### src/rtl/scs_decoder.sv
//------------------------------------------------------------------------------
// +--------------------------------------------------------------------------+
// | Module      : scs_decoder                                                |
// | Description : Decodes 32-bit link flits made of two invert-coded 16-bit  |
// |               halves. Decoded data is buffered in a DEPTH-entry FIFO.    |
// |               The FIFO head is held in a register that drives out_data.  |
// |               Optional statistics counters are enabled by defining the   |
// |               macro SCS_DEC_STATS_EN.                                    |
// | Revision    : 1.0 - initial release                                      |
// +--------------------------------------------------------------------------+
//------------------------------------------------------------------------------
`default_nettype none

module scs_decoder #(
  parameter int DEPTH = 4
) (
  input  logic        clk,
  input  logic        rst_n,
  input  logic        in_valid,
  output logic        in_ready,
  input  logic [31:0] in_flit,
  output logic        out_valid,
  input  logic        out_ready,
  output logic [31:0] out_data
`ifdef SCS_DEC_STATS_EN
  ,
  input  logic        stats_clr,
  output logic [15:0] inv_cnt,
  output logic [15:0] flit_cnt
`endif
);

  localparam int            AW       = $clog2(DEPTH);
  localparam int            CW       = AW + 1;
  localparam logic [CW-1:0] CNT_FULL = CW'(DEPTH);
  localparam logic [CW-1:0] CNT_ONE  = CW'(1);
  localparam logic [AW-1:0] PTR_LAST = AW'(DEPTH - 1);

  // Only power-of-two depths from 2 to 16 are supported.
  generate
    if ((DEPTH < 2) || (DEPTH > 16) || ((DEPTH & (DEPTH - 1)) != 0)) begin : g_bad_depth
      $error("scs_decoder: DEPTH must be a power of two between 2 and 16");
    end
  endgenerate

  logic [AW-1:0] wr_ptr_q;
  logic [AW-1:0] wr_ptr_d;
  logic [AW-1:0] rd_ptr_q;
  logic [AW-1:0] rd_ptr_d;
  logic [AW-1:0] rd_ptr_inc;
  logic [AW-1:0] wr_ptr_inc;
  logic [CW-1:0] count_q;
  logic [CW-1:0] count_d;
  logic [31:0]   head_q;
  logic [31:0]   head_d;
  logic [31:0]   mem_q [DEPTH];

  logic          push;
  logic          pop;
  logic [31:0]   dec_flit;

  // Pointer advance with explicit wrap from the last entry back to zero.
  function automatic logic [AW-1:0] ptr_next(input logic [AW-1:0] p);
    logic [AW-1:0] r;
    if (p == PTR_LAST) begin
      r = '0;
    end else begin
      r = p + 1'b1;
    end
    return r;
  endfunction

  // Handshake: full blocks writes even when a pop happens on the same edge.
  assign in_ready  = (count_q != CNT_FULL);
  assign out_valid = (count_q != '0);
  assign out_data  = head_q;
  assign push      = in_valid && in_ready;
  assign pop       = out_valid && out_ready;

  assign rd_ptr_inc = ptr_next(rd_ptr_q);
  assign wr_ptr_inc = ptr_next(wr_ptr_q);

  // Each half: flip the 15 payload bits when its flag is set; bit 15 is zero.
  always_comb begin
    dec_flit = {1'b0, in_flit[30:16] ^ {15{in_flit[31]}},
                1'b0, in_flit[14:0]  ^ {15{in_flit[15]}}};
  end

  // Next-state for pointers, occupancy and the head register.
  always_comb begin
    wr_ptr_d = push ? wr_ptr_inc : wr_ptr_q;
    rd_ptr_d = pop  ? rd_ptr_inc : rd_ptr_q;

    count_d = count_q;
    case ({push, pop})
      2'b10:   count_d = count_q + 1'b1;
      2'b01:   count_d = count_q - 1'b1;
      default: count_d = count_q;
    endcase

    // The head register tracks mem[rd_ptr]; when the FIFO drains to the
    // entry being written this cycle, the new flit bypasses the array.
    head_d = head_q;
    if (pop) begin
      if (count_q == CNT_ONE) begin
        if (push) begin
          head_d = dec_flit;
        end
      end else begin
        head_d = mem_q[rd_ptr_inc];
      end
    end else if (push && (count_q == '0)) begin
      head_d = dec_flit;
    end
  end

  // Control state: asynchronously cleared, updated on every rising edge.
  always_ff @(posedge clk or negedge rst_n) begin
    if (!rst_n) begin
      wr_ptr_q <= '0;
      rd_ptr_q <= '0;
      count_q  <= '0;
      head_q   <= 32'h0;
    end else begin
      wr_ptr_q <= wr_ptr_d;
      rd_ptr_q <= rd_ptr_d;
      count_q  <= count_d;
      head_q   <= head_d;
    end
  end

  // Storage array holds decoded data only and needs no reset.
  always_ff @(posedge clk) begin
    if (push) begin
      mem_q[wr_ptr_q] <= dec_flit;
    end
  end

`ifdef SCS_DEC_STATS_EN
  logic [15:0] inv_cnt_q;
  logic [15:0] inv_cnt_d;
  logic [15:0] flit_cnt_q;
  logic [15:0] flit_cnt_d;
  logic [16:0] inv_sum;

  assign inv_cnt  = inv_cnt_q;
  assign flit_cnt = flit_cnt_q;

  // Saturating counters; a clear wins over an accept on the same edge.
  always_comb begin
    inv_sum    = {1'b0, inv_cnt_q} + 17'(in_flit[31]) + 17'(in_flit[15]);
    inv_cnt_d  = inv_cnt_q;
    flit_cnt_d = flit_cnt_q;
    if (stats_clr) begin
      inv_cnt_d  = 16'h0;
      flit_cnt_d = 16'h0;
    end else if (push) begin
      inv_cnt_d  = inv_sum[16] ? 16'hFFFF : inv_sum[15:0];
      flit_cnt_d = (flit_cnt_q == 16'hFFFF) ? 16'hFFFF : flit_cnt_q + 1'b1;
    end
  end

  // Statistics registers share the asynchronous reset with the FIFO.
  always_ff @(posedge clk or negedge rst_n) begin
    if (!rst_n) begin
      inv_cnt_q  <= 16'h0;
      flit_cnt_q <= 16'h0;
    end else begin
      inv_cnt_q  <= inv_cnt_d;
      flit_cnt_q <= flit_cnt_d;
    end
  end
`endif

endmodule

`default_nettype wire

### config.mk
export PLATFORM = sky130hd
export DESIGN_NAME = scs_decoder
export DESIGN_NICKNAME = d
export VERILOG_FILES = /design/src/rtl/scs_decoder.sv
export SDC_FILE = /design/constraint.sdc
export NUM_CORES = 1
export LEC_CHECK = 0
export CORE_ASPECT_RATIO = 1.1
export CORE_MARGIN = 8
export CORE_UTILIZATION = 36
export CTS_BUF_LIST = sky130_fd_sc_hd__clkbuf_8
export CTS_CLUSTER_SIZE = 20
export DETAILED_ROUTE_END_ITERATION = 8
export GPL_TIMING_DRIVEN = 0
export HOLD_SLACK_MARGIN = 0.03
export PLACE_DENSITY = 0.56
export REMOVE_ABC_BUFFERS = 1
export SYNTH_ARGS = -nofsm -noshare
export SYNTH_HDL_FRONTEND = slang
export SYNTH_SLANG_ARGS = --single-unit
### constraint.sdc
create_clock -name clk -period 5.69 [get_ports clk]
set_input_delay 0.8535 -clock clk [delete_from_list [all_inputs] [get_ports clk]]
set_output_delay 0.8535 -clock clk [all_outputs]
set_load 0.03 [all_outputs]
# == After elaboration in Yosys (flattened, before gate mapping) ==
# Memory sizes are Yosys's and may differ from the RTL's.
# Index checks and enable logic that the tools add are counted.
# totals
regBits,39
latchBits,0
ram_bits,120
romBits,0
in_bits,36
out_inout_bits,34
word_cells,35
memories,1
# classes
add_sub_neg,4
multipliers,0
n_div,0
order_cmp,0
eq_ne,7
shift,0
n_mux,9
n_bitwise,2
n_reduce_logical,8
# mem_list
memory,depth,width,rd,rd_ports_with_merged_regs,write_ports,line,source
mem_q,4,30,1,0,1,56,logic [31:0] mem_q [DEPTH];
# op_table
operator,count
2-to-1 mux 32 bit,4
bitwise XOR 15 bit,2
"equality test 2 bit, second input constant",3
"inequality test 3 bit, second input constant",2
case mux 3 bit (2 select lines),1
"adder 2 x 1 -> 2 bit, second input constant",2
2-to-1 mux 2 bit,2
nonzero test 2 bit,2
"adder 3 x 1 -> 3 bit, second input constant",1
"equality test 3 x 1 -> 1 bit, second input constant",1
logical AND 1 bit,3
logical NOT 3 bit,1
nonzero test 3 bit,1
"subtractor 3 x 1 -> 3 bit, second input constant",1
"equality test 2 x 1 -> 1 bit, second input constant",1
2-to-1 mux 1 bit,2
AND reduction 2 bit,1

# == Depth between registers and ports, before layout ==
# Gate-level depths: netlist (run 1).
# depth
word_depth,5
depth_mapped,12
depth_no_buf,10

# == Least setup slack after synthesis (run 1) ==
# OpenSTA, ideal clock, no wires.
# synth_timing
kind,register -> register
startpoint,register count_q[0]
endpoint,"register head_q[30], in the netlist out_data[30]"
setup_time_ns,0.125
t_arrival_ns,2.285
required_time_ns,5.565
path_slack_ns,3.280
stages_incl_launch_ff,12
n_path_buf,1
synth_period_minus_slack_ns,2.410
cell_sequence,dfrtp_1 inv_1 ha_1 nand2_1 and2_1 inv_2 ha_1 a21oi_1 o21ai_1 nand2_1 buf_2 mux2_4
# synth_between
elab_chain_cells,5
word_cells_on_any_way,12
cone_classes,3 x eq/ne; 2 x mux; 7 x reduce/logical
# synth_lines
item,line,source
"start, declared",52,logic [CW-1:0] count_q;
"start signal, assigned",127,count_q <= count_d;
inequality test 3 bit (*),74,assign in_ready = (count_q != CNT_FULL);
net in_ready,20,"output logic in_ready,"
logical AND 1 bit (*),77,assign push = in_valid && in_ready;
logical AND 1 bit,112,end else if (push && (count_q == '0)) begin
nonzero test 2 bit (no source line),--,
AND reduction 2 bit (no source line) (*),--,
"end signal, assigned",123,head_q <= 32'h0;
"end signal, assigned",128,head_q <= head_d;
"end, declared",54,logic [31:0] head_q;
# The timed path passes the listed nets; every way through them passes the cells marked *.
# A chain may end at the register's enable or synchronous reset.

# == Worst setup path in the final report (run 1) ==
# layout_timing
startpoint,input out_ready
endpoint,"register head_q[30], in the netlist out_data[30]"
# layout_between
elab_chain_cells,3
word_cells_on_any_way,5
cone_classes,1 x eq/ne; 1 x mux; 3 x reduce/logical
# layout_lines
item,line,source
"start, declared",23,"input logic out_ready,"
logical AND 1 bit (*),78,assign pop = out_valid && out_ready;
inequality test 3 bit (no source line) or nonzero test 2 bit (tied branches),--,
AND reduction 2 bit (no source line),--,
# Mark *: on every way between the ends. The rest lies on a longest branch, timed or not.

==> summary.txt, run 1 <==
crit path max fanout: 30
Ports: 70
Slew Limit Fails: 0
Yosys reg bits: 157
Pwr Density: 571.4 nW/µm²
Chip Height: 157.9 µm
Routed WL: 14990 µm
DIE WIDTH: 145.0 µm
# Post-CTS Setup Buffers: 0
DR pass1 iterations: 4
CP Launch Type: input port
DR DRC count: 0
post-cts resize count: 0
Clock Pin Slew Worst Setup and Hold Paths: 0.08 ns
critical path class: in -> reg
CTS tree: yes
maximum vdd ir drop: 332.4 µV
Worst slew margin: 30.43%
Fin. Hold Viols: 0
Critical Path AT: 3.68 ns
number of distinct library cells after synthesis: 32
cts hold-fix bufs: 0
vias in the first global route: 4009
Final Setup Violations: 0
Routed Antenna Nets: 0
non-filler cells, final: 705
clk_skew: 0.01056 ns
Finished Core Util: 44.47%
outcome: completed
Synth area leader: edfxtp_1
maximum clock frequency: 298.6 MHz
placed cells: 673
diode count: 0
Area growth, synth to finish: 22.45%
Yosys top cell area share: 54.66%
starting density of the core: 36.32%
Period minus WS final: 3.349 ns
clk_lat worst skew: 0.44 ns
largest net degree at the start of global routing: 32
RSZ-0062 raised after global routing: no
FP Rows: 52
Fillers: 1564
root buffer cell: clkbuf_8
CP endpoint kind: flop
clk sinks: 157
Lkg Pwr: 2.904 nW
Final HPWL DP: 8791 µm
initial antenna violation count: 0
setup slack, reg-to-reg: 2.38 ns
core box area: 18150 µm²
Avg Cell Area, Syn: 17.21 µm²
H-tree levels: 4
RePlAce Congestion: 0.6783
Total GRT Usage: 13.83%
Ys Warns: 0
most area-consuming cells after synthesis: edfxtp_1 55%, dfrtp_1 14%, mux4_2 10%
Cells after Synth: 383
vias per cell: 5.077
Max-cap violations: 0
DR WL/cell: 21.27 µm
DR iter-0 viols: 218
total CTS buffers: 17
Final #Nets: 496
IO buf count: 67
global route total overflow: 0
via count: 3579
share of layout cells above drive strength 1: 17.10%
sequential fraction of the synthesis area: 68.70%
worst hold path type: in -> async
Crit path required time: 6.02 ns
CTS max path bufs: 2
crit share post-route: 58.86%
Mapped Area: 6593 µm²
die area: 22900 µm²
first-pass GRT wire length: 23740 µm
Least-Margin Pin Slew: 1.040 ns
[cell families (layout without fill, tap and decap cells)]
logic type / count (synthesis) / after routing / share of synthesized area (%)
other: 1 / 2 / 0.05688
multiplexers: 35 / 35 / 11.20
adder cells (fa/ha/maj): 11 / 11 / 2.088
buffers and inverters: 33 / 111 / 2.714
AND/OR/NAND/NOR: 49 / 49 / 3.227
AO/OA/AOI/OAI: 65 / 65 / 7.762
flip-flops: 157 / 157 / 68.70
XOR/XNOR: 32 / 32 / 4.251
[sequential cells by signal, summed over array words and instances (netlist names)]
signal and count:
mem_q 120, out_data 30, rd_ptr_q 2, count_q 3
wr_ptr_q 2
[cells in the mapped netlist]
| cell type | number |
|---|---|
| inv_2 | 1 |
| nand2b_1 | 1 |
| nor3_1 | 1 |
| a22oi_1 | 29 |
| nor2b_1 | 1 |
| nand4b_1 | 1 |
| buf_4 | 8 |
| mux2i_1 | 1 |
| and2_1 | 2 |
| a2bb2oi_1 | 29 |
| a21oi_1 | 1 |
| dfrtp_1 | 37 |
| o21bai_1 | 1 |
| dlymetal6s2s_1 | 1 |
| inv_1 | 5 |
| o21ai_1 | 2 |
| mux2_4 | 2 |
| or3_1 | 1 |
| xnor2_1 | 1 |
| edfxtp_1 | 120 |
| mux4_2 | 30 |
| mux2_1 | 2 |
| xor2_1 | 31 |
| buf_2 | 13 |
| and3_1 | 4 |
| a21o_1 | 1 |
| ha_1 | 11 |
| clkbuf_1 | 5 |
| nor2_1 | 2 |
| conb_1 | 1 |
| nand2_1 | 36 |
| o21ai_0 | 2 |
[area by class of cell]
class,count,area (µm²),share of cell area (%)
sequential,157,4531,56.12
inverter,6,22.52,0.2790
clock buffer,17,234.0,2.898
multi-input combinational,194,1911,23.67
clock inverter,15,272.8,3.379
tap,243,304.0,3.766
timing repair buffer,73,798.3,9.888
[stage by stage]
step | setup WS (ns) | power (W) | cell area (µm²) | hold WS, ns | setup TNS, ns
floorplan | 1.750 | 0.002909 | 6440 | 0.4684 | 0
global placement | -1.073 | 0.003558 | 7415 | 0.4794 | -25.26
detailed placement | 1.843 | 0.003636 | 7566 | 0.5041 | 0
CTS | 2.309 | 0.004684 | 8073 | 0.3219 | 0
global route | 2.082 | 0.004878 | 8073 | 0.3379 | 0
finish | 2.341 | 0.004613 | 8073 | 0.3319 | 0
[cells in the final DEF (no fill, tap or decap), types with 8 or more instances in the layout]
cell             instances
edfxtp_1               120
clkbuf_8                17
xor2_1                  31
dfrtp_1                 36
nand2_1                 35
bufinv_16                8
ha_1                    10
clkdlybuf4s50_1         66
a22oi_1                 29
a2bb2oi_1               29
mux4_2                  30
[worst paths after layout]
check | startpoint | endpoint | cells past startpoint
hold / removal | rst_n | wr_ptr_q[1] | 1
setup reg to reg | count_q[0] | out_data[30] | 11
min in group clk | rd_ptr_q[1] | rd_ptr_q[1] | 1
max in group asynchronous | rst_n | out_data[2] | 2
hold reg to reg | rd_ptr_q[1] | rd_ptr_q[1] | 1
setup / recovery | out_ready | out_data[30] | 9
[routing by layer]
layer  up-vias  GRT usage (%)  wire length (µm)
met2        70          21.59              7199
met5         -              0                 0
li1       1621              -                 -
met1      1872          18.49              7045
met3        16          3.373               569
met4         0          4.962               179
[worst max-delay path, stage by stage]
cell and delay [ns]:
clkdlybuf4s50_1 0.57, nand2_1 0.15, inv_1 0.11, ha_1 0.19
a21oi_1 0.11, o21ai_4 0.45, buf_16 0.23, nand2_2 0.49
mux2_4 0.48
[report_power, final]
part	leakage [nW]	total [W]	internal [W]	switching, W
clock	0.258	0.00104	0.000648	0.000392
sequential	1.52	0.00175	0.00158	0.000167
combinational	1.13	0.00183	0.000845	0.000980
Power figures use the tool's default switching activity.
==> inputs of run 2 (changes only) <==
PLACE_DENSITY = 0.58   (was 0.56)
clock period = 3.07 ns   (was 5.69 ns; I/O delays follow)
==> summary.txt, run 2 (synthesis gave the netlist of run 1 again) <==
Routed Antenna Nets: 0 (unchanged)
DR DRC count: 0 (unchanged)
RSZ-0062 raised after global routing: no
Least-Margin Pin Slew: 1.011 ns (-0.02945 ns)
worst slack at placement: -0.7511 ns (-2.594 ns)
Final WS setup: 0.2077 ns (-2.133 ns)
max reg flops: 120 (unchanged)
diode count: 0 (unchanged)
H-tree levels: 4 (unchanged)
die area: 22900 µm² (unchanged)
DR WL/cell: 20.90 µm (-1.7%)
CTS tree: yes
FP Rows: 52 (unchanged)
RePlAce Congestion: 0.6611 (-2.5%)
commonest non-fill, non-tap cell in the layout: edfxtp_1
vias per cell: 5.099 (+0.44%)
maximum vdd ir drop: 462.7 µV (+39%)
root buffer cell: clkbuf_8
clk_skew: 0.01250 ns (+0.001939 ns)
CP Launch Type: flop
Slew Limit Fails: 0 (unchanged)
CTS max path bufs: 2 (unchanged)
met2 Usage GRT: 23.80% (+2.2 points)
DR iter-0 viols: 246 (+13%)
Ports: 70 (unchanged)
met3 usage: 3.631% (+0.26 points)
largest reg by FF count: mem_q
via count: 3605 (+0.73%)
RR Startpoint: rd_ptr_q[0]
met1 Track Usage GR: 16.00% (-2.5 points)
global route total overflow: 0 (unchanged)
Clock Pin Slew Worst Setup and Hold Paths: 0.09 ns (about the same)
initial antenna violation count: 0 (unchanged)
Routed WL: 14780 µm (-1.5%)
Crit path required time: 3.39 ns (-2.63 ns)
Final HPWL DP: 8957 µm (+1.9%)
core box area: 18150 µm² (unchanged)
worst hold path type: in -> async
critical path class: reg -> reg
Area growth, synth to finish: 20.25%
Max-cap violations: 0 (unchanged)
vias in the first global route: 3988 (-0.52%)
Period minus WS final: 2.862 ns
Final Setup Violations: 0 (unchanged)
Fillers: 1587 (+1.5%)
Total GRT Usage: 13.45% (-0.38 points)
CP endpoint kind: flop
CP startpoint: rd_ptr_q[0]
starting density of the core: 36.32% (unchanged)
share of layout cells above drive strength 1: 17.03% (-0.074 points)
Pwr Density: 1004 nW/µm² (+76%)
first-pass GRT wire length: 23310 µm (-1.8%)
DIE WIDTH: 145.0 µm (unchanged)
crit path max fanout: 31 (+3.3%)
outcome: completed
GRT Max-Usage Layer: met2
Chip Height: 157.9 µm (unchanged)
Final #Nets: 498 (+0.40%)
Critical Path AT: 3.19 ns (-0.49 ns)
largest net degree at the start of global routing: 32 (unchanged)
Worst slew margin: 32.40% (+2.0 points)
maximum clock frequency: 349.4 MHz
Lkg Pwr: 2.821 nW (-2.9%)
total power draw: 0.007963 W (+73%)
Fin. Hold Viols: 0 (unchanged)
most frequent cells in the layout: 120 x edfxtp_1, 66 x clkdlybuf4s50_1, 36 x dfrtp_1
crit share post-route: 93.23%
clk sinks: 157 (unchanged)
IO buf count: 67 (unchanged)
r2r worst-path depth: 4 (-7)
clk_lat worst skew: 0.44 ns (about the same)
total CTS buffers: 17 (unchanged)
DR pass1 iterations: 4 (unchanged)
==> run 2: layer usage <==
| layer | vias up | wire (µm) |
|---|---|---|
| met2 | 95 | 7646 |
| li1 | 1627 | - |
| met1 | 1872 | 6227 |
| met4 | 0 | 114 |
| met5 | - | 0 |
| met3 | 11 | 787 |
==> run 2: per-stage QoR <==
step	area, µm²	cells	hold slack (ns)	util [%]	TNS [ns]
floorplan	6440	357	0.1649	-	-20.79
global placement	7415	667	0.4788	40.85	-92.70
detailed placement	7527	672	0.4483	41.47	-16.87
CTS	7909	706	0.4846	43.57	0
global route	7928	707	0.4904	43.67	0
finish	7928	707	0.4934	43.67	0
==> run 2: path summary, 6_finish.rpt <==
| kind | endpoint | slack (ns) |
|---|---|---|
| worst min-delay path | out_data[16] | 0.49 |
| worst min register to register | rd_ptr_q[1] | 0.52 |
| min in group clk | rd_ptr_q[1] | 0.52 |
| worst max-delay path | out_data[30] | 0.21 |
| worst max register to register | out_data[30] | 0.21 |
| max in group asynchronous | out_data[14] | 2.05 |
==> run 2: cell type report <==
cell class | instances | area [µm²] | share of cell area (%)
clock inverters | 15 | 125.1 | 1.578
well taps | 243 | 304.0 | 3.835
repair buffers | 75 | 784.5 | 9.896
clock buffers | 17 | 234.0 | 2.951
multi-input cells | 194 | 1927 | 24.31
inverters | 6 | 22.52 | 0.2841
flip-flops and latches | 157 | 4531 | 57.15
==> run 2: worst max-delay path: stages (launching register included) <==
cell and delay, ns:
dfrtp_2 0.77, ha_2 0.86, mux4_2 0.59, mux2_4 0.27, mux2_4 0.25
==> run 2: repair_timing <==
item | 4_1_cts | 5_1_grt
hold endpoints to repair | 13 | 0
pin swaps | 0 | 1
endpoints found under the setup margin | 30 | 30
hold buffers | 1 | 0
resized for setup | 1 | 1
setup buffers | 1 | 1
==> run 2: report_power, final <==
group	switching (W)	internal, W	leakage [nW]
sequential	0.000297	0.00293	1.52
clock	0.000757	0.000636	0.176
combinational	0.00181	0.00154	1.13
total	0.00286	0.00510	2.82
==> inputs of run 3 (changes only) <==
ABC_AREA = 1   (was not set)
CELL_PAD_IN_SITES_DETAIL_PLACEMENT = 1   (was not set)
CELL_PAD_IN_SITES_GLOBAL_PLACEMENT = 1   (was not set)
PLACE_DENSITY = 0.7   (was 0.58)
==> summary.txt, run 3 <==
outcome: completed
number of distinct library cells after synthesis: 21 (-34%)
crit path max fanout: 32 (+3.2%)
Slew Limit Fails: 0 (unchanged)
Ys Warns: 0 (unchanged)
Max-cap violations: 0 (unchanged)
CP endpoint kind: flop
Lkg Pwr: 3.905 nW (+38%)
XOR/XNOR Fraction of Synth Area: 3.816% (-0.44 points)
initial antenna violation count: 0 (unchanged)
share of layout cells above drive strength 1: 7.091% (-9.9 points)
Ports: 70 (unchanged)
max incr delay on CP: 0.94 ns (+0.08 ns)
vias per cell: 4.608 (-9.6%)
post-synthesis adder-cell area fraction: 1.874% (-0.21 points)
via count: 5014 (+39%)
Area growth, synth to finish: 18.21%
global route total overflow: 0 (unchanged)
most frequent cell after synthesis: nand2_1
Final #Nets: 866 (+74%)
cell mode on critical path: nand3_1
worst hold path type: reg -> reg
met1 Track Usage GR: 15.73% (-0.27 points)
Yosys reg bits: 157 (unchanged)
RSZ-0062 raised after global routing: no
met2 Usage GRT: 26.41% (+2.6 points)
H-tree levels: 4 (unchanged)
Routed Antenna Nets: 0 (unchanged)
main combinational cell family by area after synthesis: simple AND/OR/NAND/NOR gates
Least-Margin Pin Slew: 1.083 ns (+0.07165 ns)
met3 usage: 3.175% (-0.46 points)
maximum clock frequency: 356.4 MHz (+2.0%)
Sum Neg Setup Slack: 0 ns (unchanged)
Pwr Density: 965.6 nW/µm² (-3.9%)
Fin. Hold Viols: 0 (unchanged)
IO buf count: 67 (unchanged)
Avg Cell Area, Syn: 9.664 µm² (-44%)
Top FF cell, synth: edfxtp_1
# Post-CTS Setup Buffers: 0 (-1)
Period minus WS final: 2.806 ns (-0.05611 ns)
Critical Path, Cell by Cell: ha_2 > clkinvlp_4 > nand3_1 > nand3_1 > nand3_2 > nand2_1
post-route cell area: 8682 µm² (+9.5%)
worst slack at placement: -0.7197 ns (+0.03136 ns)
DR DRC count: 0 (unchanged)
Synth area leader: edfxtp_1
Crit path required time: 3.41 ns (+0.02 ns)
Chip Height: 165.8 µm (+5.0%)
clk sinks: 157 (unchanged)
post-synthesis mux area share: 0% (-11 points)
total CTS buffers: 17 (unchanged)
first-pass GRT wire length: 28240 µm (+21%)
die area: 25230 µm² (+10%)
commonest non-fill, non-tap cell in the layout: nand2_1
post-placement cell area: 8302 µm² (+10%)
Routed WL: 17730 µm (+20%)
most area-consuming cells after synthesis: edfxtp_1 49%, dfrtp_1 13%, nand2_1 11%
Total GRT Usage: 14.26% (+0.82 points)
post-synthesis compound-gate area fraction: 0.6133% (-7.1 points)
Post-synth ARST share: 23.57% (unchanged)
clk_lat worst skew: 0.45 ns (about the same)
DR pass1 iterations: 4 (unchanged)
GRT Max-Usage Layer: met2
Slowest-stage cell, CP: ha_2
core box area: 20300 µm² (+12%)
diode count: 0 (unchanged)
Worst slew margin: 27.72% (-4.7 points)
max reg flops: 120 (unchanged)
clk_skew: 0.01175 ns (-0.0007477 ns)
CP Launch Type: flop
DR iter-0 viols: 201 (-18%)
FP Rows: 55 (+5.8%)
critical path class: reg -> reg
Post-Synth Simple-Gate Area: 21.23% (+18 points)
vias in the first global route: 5527 (+39%)
DR WL/cell: 16.30 µm (-22%)
Yosys top cell area share: 49.06% (-5.6 points)
Clock Pin Slew Worst Setup and Hold Paths: 0.08 ns (about the same)
sequential fraction of the synthesis area: 61.67% (-7.0 points)
crit share post-route: 91.41% (-1.8 points)
largest net degree at the start of global routing: 60 (+88%)
Final WS setup: 0.2638 ns (+0.05611 ns)
most frequent cells in the layout: 225 x nand2_1, 159 x inv_1, 120 x edfxtp_1
root buffer cell: clkbuf_8
Cells after Synth: 760 (+98%)
Post-synth top cells: 225 x nand2_1, 153 x inv_1, 120 x edfxtp_1
largest reg by FF count: mem_q
WP buf/inv: 1 (+1)
starting density of the core: 36.18% (-0.14 points)
Crit path max-delay family: adder cells
Critical Path AT: 3.14 ns (-0.05 ns)
CTS max path bufs: 2 (unchanged)
RePlAce Congestion: 0.6888 (+4.2%)
maximum vdd ir drop: 419.3 µV (-9.4%)
DIE WIDTH: 152.2 µm (+4.9%)
Mapped Area: 7345 µm² (+11%)
Final Setup Violations: 0 (unchanged)
CTS tree: yes
Final HPWL DP: 11080 µm (+24%)
Post-synth EDFFs: 120 (unchanged)
[run 3: cell count changes in the layout (fill, tap and decap cells not counted), moves of 4 or more]
cell,previous run,this run
o21ai_0,2,6
a2bb2oi_1,29,0
inv_1,6,159
mux4_2,30,0
xnor2_1,1,31
nand3_1,0,108
nand2_1,34,225
and3_2,4,0
nor2_4,0,4
nand3_2,0,10
xor2_1,31,1
clkinv_4,4,0
a22oi_1,29,0
[run 3: per-layer routing]
| layer | vias up | share of wire [%] |
|---|---|---|
| li1 | 2476 | - |
| met1 | 2453 | 41 |
| met2 | 76 | 54 |
| met3 | 9 | 4.0 |
| met4 | 0 | 0.87 |
| met5 | - | 0 |
[run 3: worst reg2reg max path, stage by stage (launching register included)]
cell and delay, ns:
dfrtp_2 0.55, ha_2 0.94, clkinvlp_4 0.71, nand3_1 0.24, nand3_1 0.11, nand3_2 0.10, nand2_1 0.06
[run 3: path summary, 6_finish.rpt]
kind	startpoint	to	slack, ns	cells past startpoint
max in group asynchronous	rst_n	rd_ptr_q[0]	2.04	3
max reg2reg	rd_ptr_q[0]	out_data[27]	0.26	6
min	out_data[17]	out_data[17]	0.48	2
min reg2reg	out_data[17]	out_data[17]	0.48	2
min in group asynchronous	rst_n	out_data[21]	0.52	2
max	rd_ptr_q[0]	out_data[27]	0.26	6
[run 3: final cells by class]
cell class / instances / area (µm²)
fillers: 2271 / 11620
flip-flops and latches: 157 / 4531
multi-input cells: 411 / 2079
repair buffers: 74 / 810.8
inverters: 156 / 600.6
well taps: 256 / 320.3
clock buffers: 20 / 275.3
clock inverters: 12 / 50.05
repair inverters: 2 / 15.01
[run 3: report_power, final]
group          internal [W]  leakage (nW)  switching, W
logic               0.00128          2.16       0.00263
registers           0.00293          1.54      0.000237
clock network      0.000594         0.202      0.000712
[run 3: logic make-up (layout without fill, tap and decap cells)]
group / after synthesis / count (layout)
other: 1 / 2
xor gates and xnor gates: 32 / 32
AOI/OAI and AO/OA: 9 / 9
buffers and inverters: 193 / 264
DFF: 157 / 157
adders and majority gates: 11 / 11
and+or+nand+nor: 357 / 357
[run 3: through the flow]
step	power (W)	std cells	hold WS [ns]	util, %
2_1_floorplan	0.005554	724	0.1649	-
3_3_place_gp	0.006940	1047	0.4640	40.07
3_5_place_dp	0.007154	1053	0.4674	40.89
4_1_cts	0.008501	1087	0.4876	42.67
5_1_grt	0.008983	1088	0.5051	42.77
6_report	0.008384	1088	0.4817	42.77
[run 3: repair_timing]
item,CTS,global route
endpoints found under the setup margin,31,24
resized for setup,7,3
hold endpoints to repair,18,0
gates cloned,1,1
hold buffers,1,0
